--- src/rtl/score_pkg.sv ---
// ---------------------------------------------------------------------------
// score_pkg
// Shared definitions for the BCD score counter:
//   BCD_W       - bits per packed-BCD digit
//   BCD_MAX     - largest legal digit value
//   SCORE_WRAP  - overflow mode: score wraps modulo 10^DIGITS
//   SCORE_SAT   - overflow mode: score holds at all-nines
//   bin_to_bcd  - converts a binary constant into packed BCD (8 digits) so
//                 parameters such as the bonus value can be turned into a
//                 BCD addend at elaboration time.
// ---------------------------------------------------------------------------
package score_pkg;

    localparam int         BCD_W      = 4;
    localparam logic [3:0] BCD_MAX    = 4'd9;
    localparam int         SCORE_WRAP = 0;
    localparam int         SCORE_SAT  = 1;
    localparam int         MAX_DIGITS = 8;

    // Binary to packed BCD, digit 0 in bits [3:0]. Values of 10^8 and above
    // lose their upper digits; callers keep the argument in range.
    function automatic logic [BCD_W*MAX_DIGITS-1:0] bin_to_bcd(input int unsigned value);
        logic [BCD_W*MAX_DIGITS-1:0] res;
        int unsigned                 rem;
        res = '0;
        rem = value;
        for (int i = 0; i < MAX_DIGITS; i++) begin
            res[i*BCD_W +: BCD_W] = 4'(rem % 10);
            rem = rem / 10;
        end
        return res;
    endfunction

endpackage

--- src/rtl/bcd_digit_add.sv ---
// ---------------------------------------------------------------------------
// bcd_digit_add
// Combinational single-digit BCD adder with decimal adjust. One instance per
// score digit; the instances are chained through cin/cout to form a
// digit-serial ripple adder.
// Ports:
//   a    in  4  augend digit (0-9)
//   b    in  4  addend digit (0-9)
//   cin  in  1  carry from the next-lower digit
//   sum  out 4  result digit (0-9)
//   cout out 1  carry into the next-higher digit
// ---------------------------------------------------------------------------
module bcd_digit_add
    import score_pkg::*;
(
    input  logic [BCD_W-1:0] a,
    input  logic [BCD_W-1:0] b,
    input  logic             cin,
    output logic [BCD_W-1:0] sum,
    output logic             cout
);

    logic [BCD_W:0] raw;

    always_comb begin
        raw  = {1'b0, a} + {1'b0, b} + {{BCD_W{1'b0}}, cin};
        sum  = raw[BCD_W-1:0];
        cout = 1'b0;
        // Largest raw value is 9+9+1 = 19. Anything above 9 wraps by ten;
        // adding 6 and dropping bit 4 is the same as subtracting 10.
        if (raw > {1'b0, BCD_MAX}) begin
            sum  = raw[BCD_W-1:0] + 4'd6;
            cout = 1'b1;
        end
    end

endmodule

--- src/rtl/score_counter_bcd.sv ---
// ---------------------------------------------------------------------------
// score_counter_bcd
// Game score counter with packed-BCD output. While running (start && !pause)
// it adds one point every PERIOD cycles of clk3 and BONUS_PTS on each bonus
// pulse, flags a change of the milestone digit, and raises a sticky overflow
// flag when the score carries out of the top digit.
//
// Optional feature macro: SCORE_HISCORE_EN
//   defined   - hiscore register and comparator are built; hiscore survives
//               clear and is lost only on reset.
//   undefined - hiscore is tied to zero.
//
// Parameters:
//   DIGITS          number of BCD digits (1-8)
//   PERIOD          running cycles per point (>= 1)
//   BONUS_PTS       points per bonus pulse (< 10^DIGITS)
//   SATURATE        SCORE_WRAP (0) or SCORE_SAT (1)
//   MILESTONE_DIGIT digit index watched for milestone (< DIGITS)
//
// Ports:
//   clk3      in   1         frame clock
//   reset     in   1         asynchronous, active-low reset
//   start     in   1         game running
//   pause     in   1         freeze scoring while high
//   clear     in   1         synchronous new-game clear (highest priority)
//   bonus     in   1         single-cycle bonus request
//   score     out  4*DIGITS  packed BCD score, digit 0 in [3:0]
//   milestone out  1         one-cycle pulse when the milestone digit changes
//   ovf       out  1         sticky overflow flag
//   hiscore   out  4*DIGITS  packed BCD high score
// ---------------------------------------------------------------------------
module score_counter_bcd
    import score_pkg::*;
#(
    parameter int DIGITS          = 4,
    parameter int PERIOD          = 10,
    parameter int BONUS_PTS       = 25,
    parameter int SATURATE        = 0,
    parameter int MILESTONE_DIGIT = 2
) (
    input  logic                    clk3,
    input  logic                    reset,
    input  logic                    start,
    input  logic                    pause,
    input  logic                    clear,
    input  logic                    bonus,
    output logic [BCD_W*DIGITS-1:0] score,
    output logic                    milestone,
    output logic                    ovf,
    output logic [BCD_W*DIGITS-1:0] hiscore
);

    localparam int SW   = BCD_W * DIGITS;
    localparam int FC_W = (PERIOD > 1) ? $clog2(PERIOD) : 1;

    localparam logic [FC_W-1:0] FC_LAST = FC_W'(PERIOD - 1);

    // Bonus value in packed BCD, built once at elaboration.
    localparam logic [BCD_W*MAX_DIGITS-1:0] BONUS_BCD_FULL = bin_to_bcd(BONUS_PTS);
    localparam logic [SW-1:0]               BONUS_BCD      = BONUS_BCD_FULL[SW-1:0];
    localparam logic [SW-1:0]               ALL_NINES      = {DIGITS{BCD_MAX}};

    // ------------------------------------------------------------------
    // State
    // ------------------------------------------------------------------
    logic [FC_W-1:0] frame_cnt_q, frame_cnt_d;
    logic [SW-1:0]   score_q,     score_d;
    logic            ovf_q,       ovf_d;
    logic            milestone_q, milestone_d;

    // ------------------------------------------------------------------
    // Tick / bonus qualification
    // ------------------------------------------------------------------
    logic running;
    logic tick;
    logic bonus_take;
    logic add_en;

    assign running    = start && !pause;
    assign tick       = running && (frame_cnt_q == FC_LAST);
    assign bonus_take = running && bonus;
    assign add_en     = tick || bonus_take;

    // ------------------------------------------------------------------
    // Ripple BCD adder. The tick point enters as the carry into digit 0,
    // so a tick coinciding with a bonus adds 1+BONUS_PTS in one pass.
    // ------------------------------------------------------------------
    logic [SW-1:0]   addend;
    logic [SW-1:0]   sum_w;
    logic [DIGITS:0] carry;

    assign addend   = bonus_take ? BONUS_BCD : '0;
    assign carry[0] = tick;

    for (genvar g = 0; g < DIGITS; g++) begin : g_digit
        bcd_digit_add u_digit (
            .a    (score_q[g*BCD_W +: BCD_W]),
            .b    (addend[g*BCD_W +: BCD_W]),
            .cin  (carry[g]),
            .sum  (sum_w[g*BCD_W +: BCD_W]),
            .cout (carry[g+1])
        );
    end

    logic carry_out;
    assign carry_out = carry[DIGITS];

    // ------------------------------------------------------------------
    // Next-state logic
    // ------------------------------------------------------------------
    always_comb begin
        frame_cnt_d = frame_cnt_q;
        score_d     = score_q;
        ovf_d       = ovf_q;
        milestone_d = 1'b0;

        if (clear) begin
            // Clear wins over any tick or bonus in the same cycle.
            frame_cnt_d = '0;
            score_d     = '0;
            ovf_d       = 1'b0;
        end else begin
            // Counter only moves while running, so a pause resumes
            // mid-period instead of restarting the frame.
            if (running) begin
                frame_cnt_d = tick ? '0 : frame_cnt_q + FC_W'(1);
            end

            if (add_en) begin
                if (carry_out) begin
                    ovf_d   = 1'b1;
                    score_d = (SATURATE == SCORE_SAT) ? ALL_NINES : sum_w;
                end else begin
                    score_d = sum_w;
                end

                // Once saturated the score is pinned, whatever the adder says.
                if ((SATURATE == SCORE_SAT) && ovf_q) begin
                    score_d = score_q;
                end

                milestone_d = (score_d[MILESTONE_DIGIT*BCD_W +: BCD_W] !=
                               score_q[MILESTONE_DIGIT*BCD_W +: BCD_W]);
            end
        end
    end

    always_ff @(posedge clk3 or negedge reset) begin
        if (!reset) begin
            frame_cnt_q <= '0;
            score_q     <= '0;
            ovf_q       <= 1'b0;
            milestone_q <= 1'b0;
        end else begin
            frame_cnt_q <= frame_cnt_d;
            score_q     <= score_d;
            ovf_q       <= ovf_d;
            milestone_q <= milestone_d;
        end
    end

    assign score     = score_q;
    assign ovf       = ovf_q;
    assign milestone = milestone_q;

    // ------------------------------------------------------------------
    // Optional high score. Compares the registered score, so hiscore
    // follows a new maximum one cycle later. Packed BCD orders the same
    // as the decimal value, so a plain unsigned compare is enough.
    // ------------------------------------------------------------------
`ifdef SCORE_HISCORE_EN
    logic [SW-1:0] hiscore_q, hiscore_d;

    always_comb begin
        hiscore_d = hiscore_q;
        if (score_q > hiscore_q) begin
            hiscore_d = score_q;
        end
    end

    always_ff @(posedge clk3 or negedge reset) begin
        if (!reset) begin
            hiscore_q <= '0;
        end else begin
            hiscore_q <= hiscore_d;
        end
    end

    assign hiscore = hiscore_q;
`else
    assign hiscore = '0;
`endif

endmodule

--- config.mk ---
export PLATFORM = sky130hd
export DESIGN_NAME = score_counter_bcd
export DESIGN_NICKNAME = d
export VERILOG_FILES = /design/src/rtl/score_pkg.sv /design/src/rtl/bcd_digit_add.sv /design/src/rtl/score_counter_bcd.sv
export SDC_FILE = /design/constraint.sdc
export NUM_CORES = 1
export LEC_CHECK = 0
export ABC_AREA = 1
export BUFFER_PORTS_ARGS = -buffer_cell sky130_fd_sc_hd__buf_2
export CAP_MARGIN = 10
export CORE_MARGIN = 2
export CORE_UTILIZATION = 49
export CTS_BUF_LIST = sky130_fd_sc_hd__clkbuf_8 sky130_fd_sc_hd__clkbuf_16
export CTS_CLUSTER_DIAMETER = 60
export CTS_CLUSTER_SIZE = 16
export DETAILED_ROUTE_END_ITERATION = 8
export GPL_TIMING_DRIVEN = 0
export PLACE_DENSITY = 0.81
export SETUP_SLACK_MARGIN = 0.02
export SLEW_MARGIN = 20
export SYNTH_ARGS = -nofsm -noshare
export SYNTH_HDL_FRONTEND = slang
export SYNTH_SLANG_ARGS = --single-unit
--- constraint.sdc ---
create_clock -name clk3 -period 4.6 [get_ports clk3]
set_input_delay 0 -clock clk3 [delete_from_list [all_inputs] [get_ports clk3]]
set_output_delay 0 -clock clk3 [all_outputs]
set_load 0.005 [all_outputs]
==> results.yml, run 1 <==
status:
  status: "finished clean"
critical_path:
  start_kind: "flop"
  cp_max_fo: 5
  cpMaxStageDelayCell: "dfrtp_1"
  end_kind: "flop"
  critical_path_class: "flop to flop"
  required_ps: 4750
  cp.arrival_ps: 4600
  slowest_delay_ps: 400
job:
  drv_cap: 0
synth:
  netlist_area_um2: 1720
  synth_xor_area_share_pct: 3.49
  synth_top_family_by_area: "simple AND/OR/NAND/NOR gates"
  synth_seq_area_share_pct: 32.0
  yosysUniqueCellTypes: 25
  yosys.area.top_type: "dfrtp_1"
  synthMuxAreaShare_pct: 0
  yosysWarnings: 0
  synthAdderAreaFrac_pct: 10.2
  synth_seq_cells: 22
  synth_area_per_cell_um2: 7.49
  synth-compound-area-share_pct: 8.79
  netlist.area_leader.share_pct: 32.0
  postSynthCellCount: 230
  synthTopCellsByArea: "dfrtp_1 32%, nand2_1 11%, ha_1 10%, nand3_1 9.6%, buf_4 7.4%"
  synthSimpleGateAreaFrac_pct: 30.7
sta:
  period_minus_slack_ps: 4450
  max_slew_margin_pct: 66.6
  setup_viol: 0
  hold_violations: 0
  whs_ps: 151
  finalMaxSlewViolations: 0
  fin_skew_ps: 5.08
  fmax_ghz: 0.225
  tns_ps: 0
  fin_crit_sh_pct: 96.8
  worst_pin_slew_ps: 501
pwr:
  intPower_w: 0.000332
  p_sw_w: 0.0000951
  p_seq_share_pct: 45.8
  power.share.switching_pct: 22.2
  leakage_nw: 1.27
  peakVddDrop_v: 0.000110
  p_per_area_nw_per_um2: 178
  combPwrFrac_pct: 11.6
  p_clk_share_pct: 42.7
clocking:
  htreeDepth: 1
  root_buffer: "clkbuf_8"
  cts_made_buffers: 3
  clk_latency_ps: 270
  cts.clk_slew.worst_paths_ps: 80
  cts_tree: "done"
  cts_sinks: 22
  cts_buffer_depth: 2
layout:
  multi_input_area_um2: 1150
  ff_latch_area_um2: 551
  fin_nets: 319
  most-common-layout-cells: "43 x nand2_1, 41 x buf_4, 27 x nand3_1"
  syn_to_final_growth_pct: 39.3
  antenna_cells: 0
  fin_util_pct: 71.3
  drive_above_1_share_pct: 40.6
  final_common_cell: "nand2_1"
  nFillCells: 291
die:
  die_area_um2: 4000
  start_util_pct: 51.2
  fp-row-count: 21
  die_h_um: 63.3
  design.core.area_um2: 3360
  dieWidth_um: 63.3
  pin_count: 40
placement:
  routabilityCongestion: 0.813
  io_buffer_count: 23
  hpwl_um: 2580
grt:
  overflow: 0
  grtUsageTotal_pct: 20.9
  antenna_found_initial: 0
  grt_max_degree: 23
  grt_pass1_wl_um: 6760
  grt_pass1_vias: 1543
worst_hold_path:
  hold_class: "input port to flop"
route:
  wl_um: 4250
  drt.antenna.violating_nets: 0
  initialDrtViolationCount: 101
  remaining_drc_errors: 0
  firstDrtPassIters: 4
  drt-wirelength-per-cell_um: 12.4
  vias: 1731
  post_drt_via_cell_ratio: 5.03
cell type report:
| class | instances | share of cell area (%) |
|---|---|---|
| inverter | 33 | 5.27 |
| buffer | 17 | 5.32 |
| sequential | 22 | 23.0 |
| clock inverter | 1 | 1.25 |
| clock buffer | 3 | 1.72 |
| multi-input combinational | 173 | 47.9 |
| tap | 46 | 2.40 |
| timing repair buffer | 49 | 13.1 |
worst max-delay path: cells and delay by family (launching register included):
family                     cells  cell delay [ps]
xor gates and xnor gates       1              140
DFF                            1              400
buffers and inverters          6              360
AOI/OAI and AO/OA              1               90
and+or+nand+nor               16             1390
adders and majority gates     10             1960
power by group through the flow:
stage,Sequential [W],Combinational (W),Clock [W]
6_report,0.000196,0.0000494,0.000182
5_1_grt,0.000196,0.0000549,0.000194
4_1_cts,0.000196,0.0000454,0.000184
3_5_place_dp,0.000200,0.0000410,0
3_3_place_gp,0.000200,0.0000399,0
2_1_floorplan,0.000200,0.0000285,0
sequential cells by signal (all words and copies together) (netlist names):
signal,cells
frame_cnt_q,4
score,16
ovf,1
milestone,1
cells in the mapped netlist:
cell,number
o211ai_1,1
nor2_1,7
dfrtp_1,22
o21ai_0,12
nor4_1,1
o22ai_1,5
inv_1,28
xnor2_1,2
inv_2,5
xnor2_2,1
nand2_2,9
nor2_4,2
nand3_2,4
conb_1,1
a22o_1,2
nand3_1,33
o21ai_1,2
xor2_1,3
nand2_1,50
buf_4,17
a21oi_1,5
nand4_1,2
ha_1,14
nor2_2,1
and2_1,1
metrics by stage:
step	cell area, µm²	setup slack [ps]	power, W	std cells
after floorplan	1790	39.7	0.000228	245
after global placement	1970	-362	0.000240	314
after detailed placement	1970	-406	0.000241	314
after CTS	2190	23.4	0.000425	329
after global routing	2400	-136	0.000445	344
final	2400	146	0.000427	344
kinds of logic (layout without fill, tap and decap cells):
| group | after synthesis | after routing |
|---|---|---|
| other | 1 | 16 |
| adders and majority gates | 14 | 14 |
| AOI/OAI and AO/OA | 27 | 27 |
| and+or+nand+nor | 110 | 110 |
| DFF | 22 | 22 |
| xor gates and xnor gates | 6 | 6 |
| buffers and inverters | 50 | 103 |
layer usage:
layer,GRT usage [%],routed length (µm)
met1,26.8,1780
met2,36.6,2230
met3,3.21,211
met4,5.98,29
met5,0,0
repair_timing:
| action | in CTS | in global routing |
|---|---|---|
| setup buffers | 9 | 15 |
| hold buffers | 2 | 0 |
| endpoints found under the hold margin | 23 | 0 |
| cloned | 0 | 0 |
| pin swaps | 8 | 16 |
| gates resized for setup | 14 | 22 |
| endpoints found under the setup margin | 4 | 4 |
path summary, 6_finish.rpt:
path,from,to,slack [ps],cells past startpoint
max,frame_cnt_q[0]$_DFFE_PN0P_,score[13]$_DFFE_PN0P_,150,34
min reg2reg,frame_cnt_q[3]$_DFFE_PN0P_,frame_cnt_q[3]$_DFFE_PN0P_,560,2
min,pause,frame_cnt_q[3]$_DFFE_PN0P_,150,4
max reg2reg,frame_cnt_q[0]$_DFFE_PN0P_,score[13]$_DFFE_PN0P_,150,34
min in group asynchronous,reset,score[0]$_DFFE_PN0P_,230,2
max in group asynchronous,reset,score[4]$_DFFE_PN0P_,4020,2
No activity file was read; power rests on OpenSTA's default activity.
==> run 2, diff against run 1 <==
--- a/config.mk
+++ b/config.mk
@@ -9,14 +9,14 @@
 export BUFFER_PORTS_ARGS = -buffer_cell sky130_fd_sc_hd__buf_2
 export CAP_MARGIN = 10
 export CORE_MARGIN = 2
-export CORE_UTILIZATION = 49
+export CORE_UTILIZATION = 58
 export CTS_BUF_LIST = sky130_fd_sc_hd__clkbuf_8 sky130_fd_sc_hd__clkbuf_16
 export CTS_CLUSTER_DIAMETER = 60
 export CTS_CLUSTER_SIZE = 16
 export DETAILED_ROUTE_END_ITERATION = 8
 export GPL_TIMING_DRIVEN = 0
-export PLACE_DENSITY = 0.81
-export SETUP_SLACK_MARGIN = 0.02
+export PLACE_DENSITY = 0.89
+export SETUP_SLACK_MARGIN = 0.15
 export SLEW_MARGIN = 20
 export SYNTH_ARGS = -nofsm -noshare
 export SYNTH_HDL_FRONTEND = slang
==> constraint.sdc (replaced) <==
create_clock -name clk3 -period 5.7 [get_ports clk3]
set_input_delay 0 -clock clk3 [delete_from_list [all_inputs] [get_ports clk3]]
set_output_delay 0 -clock clk3 [all_outputs]
set_load 0.005 [all_outputs]
==> run 2 against run 1 <==
  * Clock power shrank 38%
  * Total power shrank 29%
  * Global-route usage grew 0.16 points
  * Flip-flop and latch count is the same
  * Combinational power shrank 31%
  * Via count shrank 8.1%
  * Highest routed layer unchanged
  * Count of clock-buffer cells in the layout grew 1
  * Routed wire length shrank 18%
  * Critical endpoint is now score[15]$_DFFE_PN0P_
  * Clock skew shrank 3.2 ps
  * First-iteration DRC count shrank 49%
==> results.yml, run 2 (synthesis gave the netlist of run 1 again) <==
status:
  status: "finished clean"
critical_path:
  end_kind: "flop"
  cpMaxStageDelayCell: "dfrtp_1"
  critPathBufInv: 4
  reg2regPathDepth: 32
  path_delay_family: "adder cells"
  cp.arrival_ps: 5330
  slowest_delay_ps: 430
  path_common_cell: "ha_1"
  regToRegSetupSlack_ps: 520
  r2r-end: "score[15]$_DFFE_PN0P_"
  start_kind: "flop"
  cp_max_fo: 5
  required_ps: 5850
  critical_path_class: "flop to flop"
  r2r_start: "frame_cnt_q[0]$_DFFE_PN0P_"
pwr:
  total_power_w: 0.000306
  leakage_nw: 1.14
  p_per_area_nw_per_um2: 150
  peakVddDrop_v: 0.000170
placement:
  dp_cells: 299
  hpwl_um: 2690
  routabilityCongestion: 0.839
  io_buffer_count: 23
layout:
  largest_register_ffs: 16
  final_common_cell: "nand2_1"
  fin_nets: 298
  multi_input_area_um2: 986
  fin_cells: 308
  ff_latch_area_um2: 551
  most-common-layout-cells: "49 x nand2_1, 33 x nand3_1, 26 x inv_1"
  nFillCells: 236
  antenna_cells: 0
  syn_to_final_growth_pct: 18.5
  drive_above_1_share_pct: 26.4
sta:
  fin_crit_sh_pct: 90.9
  tns_ps: 0
  rsz0062_at_grt: "false"
  hold_violations: 0
  period_minus_slack_ps: 5180
  setup_viol: 0
  fin_skew_ps: 1.86
  whs_ps: 134
  fmax_ghz: 0.193
  finalMaxSlewViolations: 0
grt:
  grt_pass1_wl_um: 5680
  use_met1_pct: 26.0
  grt_max_degree: 23
  grt_util_met3_pct: 3.30
  busiest_layer: "met2"
  overflow: 0
  grtUsageTotal_pct: 21.1
  grt_pass1_vias: 1380
  grt_use_met2_pct: 39.2
  antenna_found_initial: 0
worst_hold_path:
  whs_endpoint: "frame_cnt_q[1]$_DFFE_PN0P_"
  holdPathStages: 4
  hold_class: "input port to flop"
  worstHoldStart: "pause"
die:
  dieWidth_um: 58.5
  die_area_um2: 3420
  design.core.area_um2: 2780
  start_util_pct: 61.9
  die_h_um: 58.5
  fp-row-count: 19
  pin_count: 40
clocking:
  root_buffer: "clkbuf_8"
  cts_tree: "done"
  htreeDepth: 1
  cts_made_buffers: 3
  clk_latency_ps: 260
  cts.clk_slew.worst_paths_ps: 80
  cts_buffer_depth: 2
  cts_sinks: 22
route:
  drt-wirelength-per-cell_um: 11.4
  wl_um: 3510
  vias: 1590
  post_drt_via_cell_ratio: 5.16
  drt.antenna.violating_nets: 0
  remaining_drc_errors: 0
  initialDrtViolationCount: 52
  firstDrtPassIters: 4
job:
  drv_cap: 0
## run 2: how the worst max path moves through the flow
stage,start,end,slack (ps),depth (start not counted)
5_1_grt,frame_cnt_q[0]$_DFFE_PN0P_,score[13]$_DFFE_PN0P_,140,35
4_1_cts,frame_cnt_q[0]$_DFFE_PN0P_,score[13]$_DFFE_PN0P_,320,33
2_1_floorplan,frame_cnt_q[0]$_DFFE_PN0P_,score[14]$_DFFE_PN0P_,990,34
6_report,frame_cnt_q[0]$_DFFE_PN0P_,score[15]$_DFFE_PN0P_,520,32
3_5_place_dp,frame_cnt_q[0]$_DFFE_PN0P_,score[14]$_DFFE_PN0P_,380,34
3_3_place_gp,frame_cnt_q[0]$_DFFE_PN0P_,score[13]$_DFFE_PN0P_,530,33
## run 2: metal layers
metal | vias to the layer above | wire [µm]
met5 | - | 0
met4 | 0 | 16
met3 | 3 | 167
met2 | 40 | 1800
met1 | 734 | 1520
li1 | 813 | -
## run 2: worst reg2reg max path: cells and delay by family (launching register included)
kind / cells / cell delay, ps
AO/OA/AOI/OAI: 2 / 250
AND/OR/NAND/NOR: 14 / 1350
XOR/XNOR: 2 / 400
buffers and inverters: 4 / 320
adder cells (fa/ha/maj): 10 / 2310
flip-flops: 1 / 430
## run 2: cell type report
class	instances	share of cell area, %
clock buffer	4	2.70
multi-input combinational	173	48.3
timing repair buffer	28	7.73
tap	31	1.90
sequential	22	27.0
buffer	17	6.26
inverter	33	6.07
## run 2: metrics by stage
| step | area [µm²] | setup slack (ps) | util [%] |
|---|---|---|---|
| finish | 2040 | 518 | 73.3 |
| global route | 2040 | 139 | 73.3 |
| CTS | 2010 | 322 | 72.2 |
| detailed placement | 1930 | 383 | 69.5 |
| global placement | 1930 | 525 | 69.5 |
| floorplan | 1780 | 991 | - |
## run 2: report_power, final
group	switching, W	total (W)	internal [W]
Combinational	0.0000200	0.0000340	0.0000141
Sequential	0.00000118	0.000158	0.000157
Clock	0.0000517	0.000113	0.0000616
## run 2: timing repair
item,CTS,global route
resized for setup,0,6
setup buffers,0,3
endpoints found under the setup margin,0,4
hold buffers,2,0
hold endpoints to repair,23,0
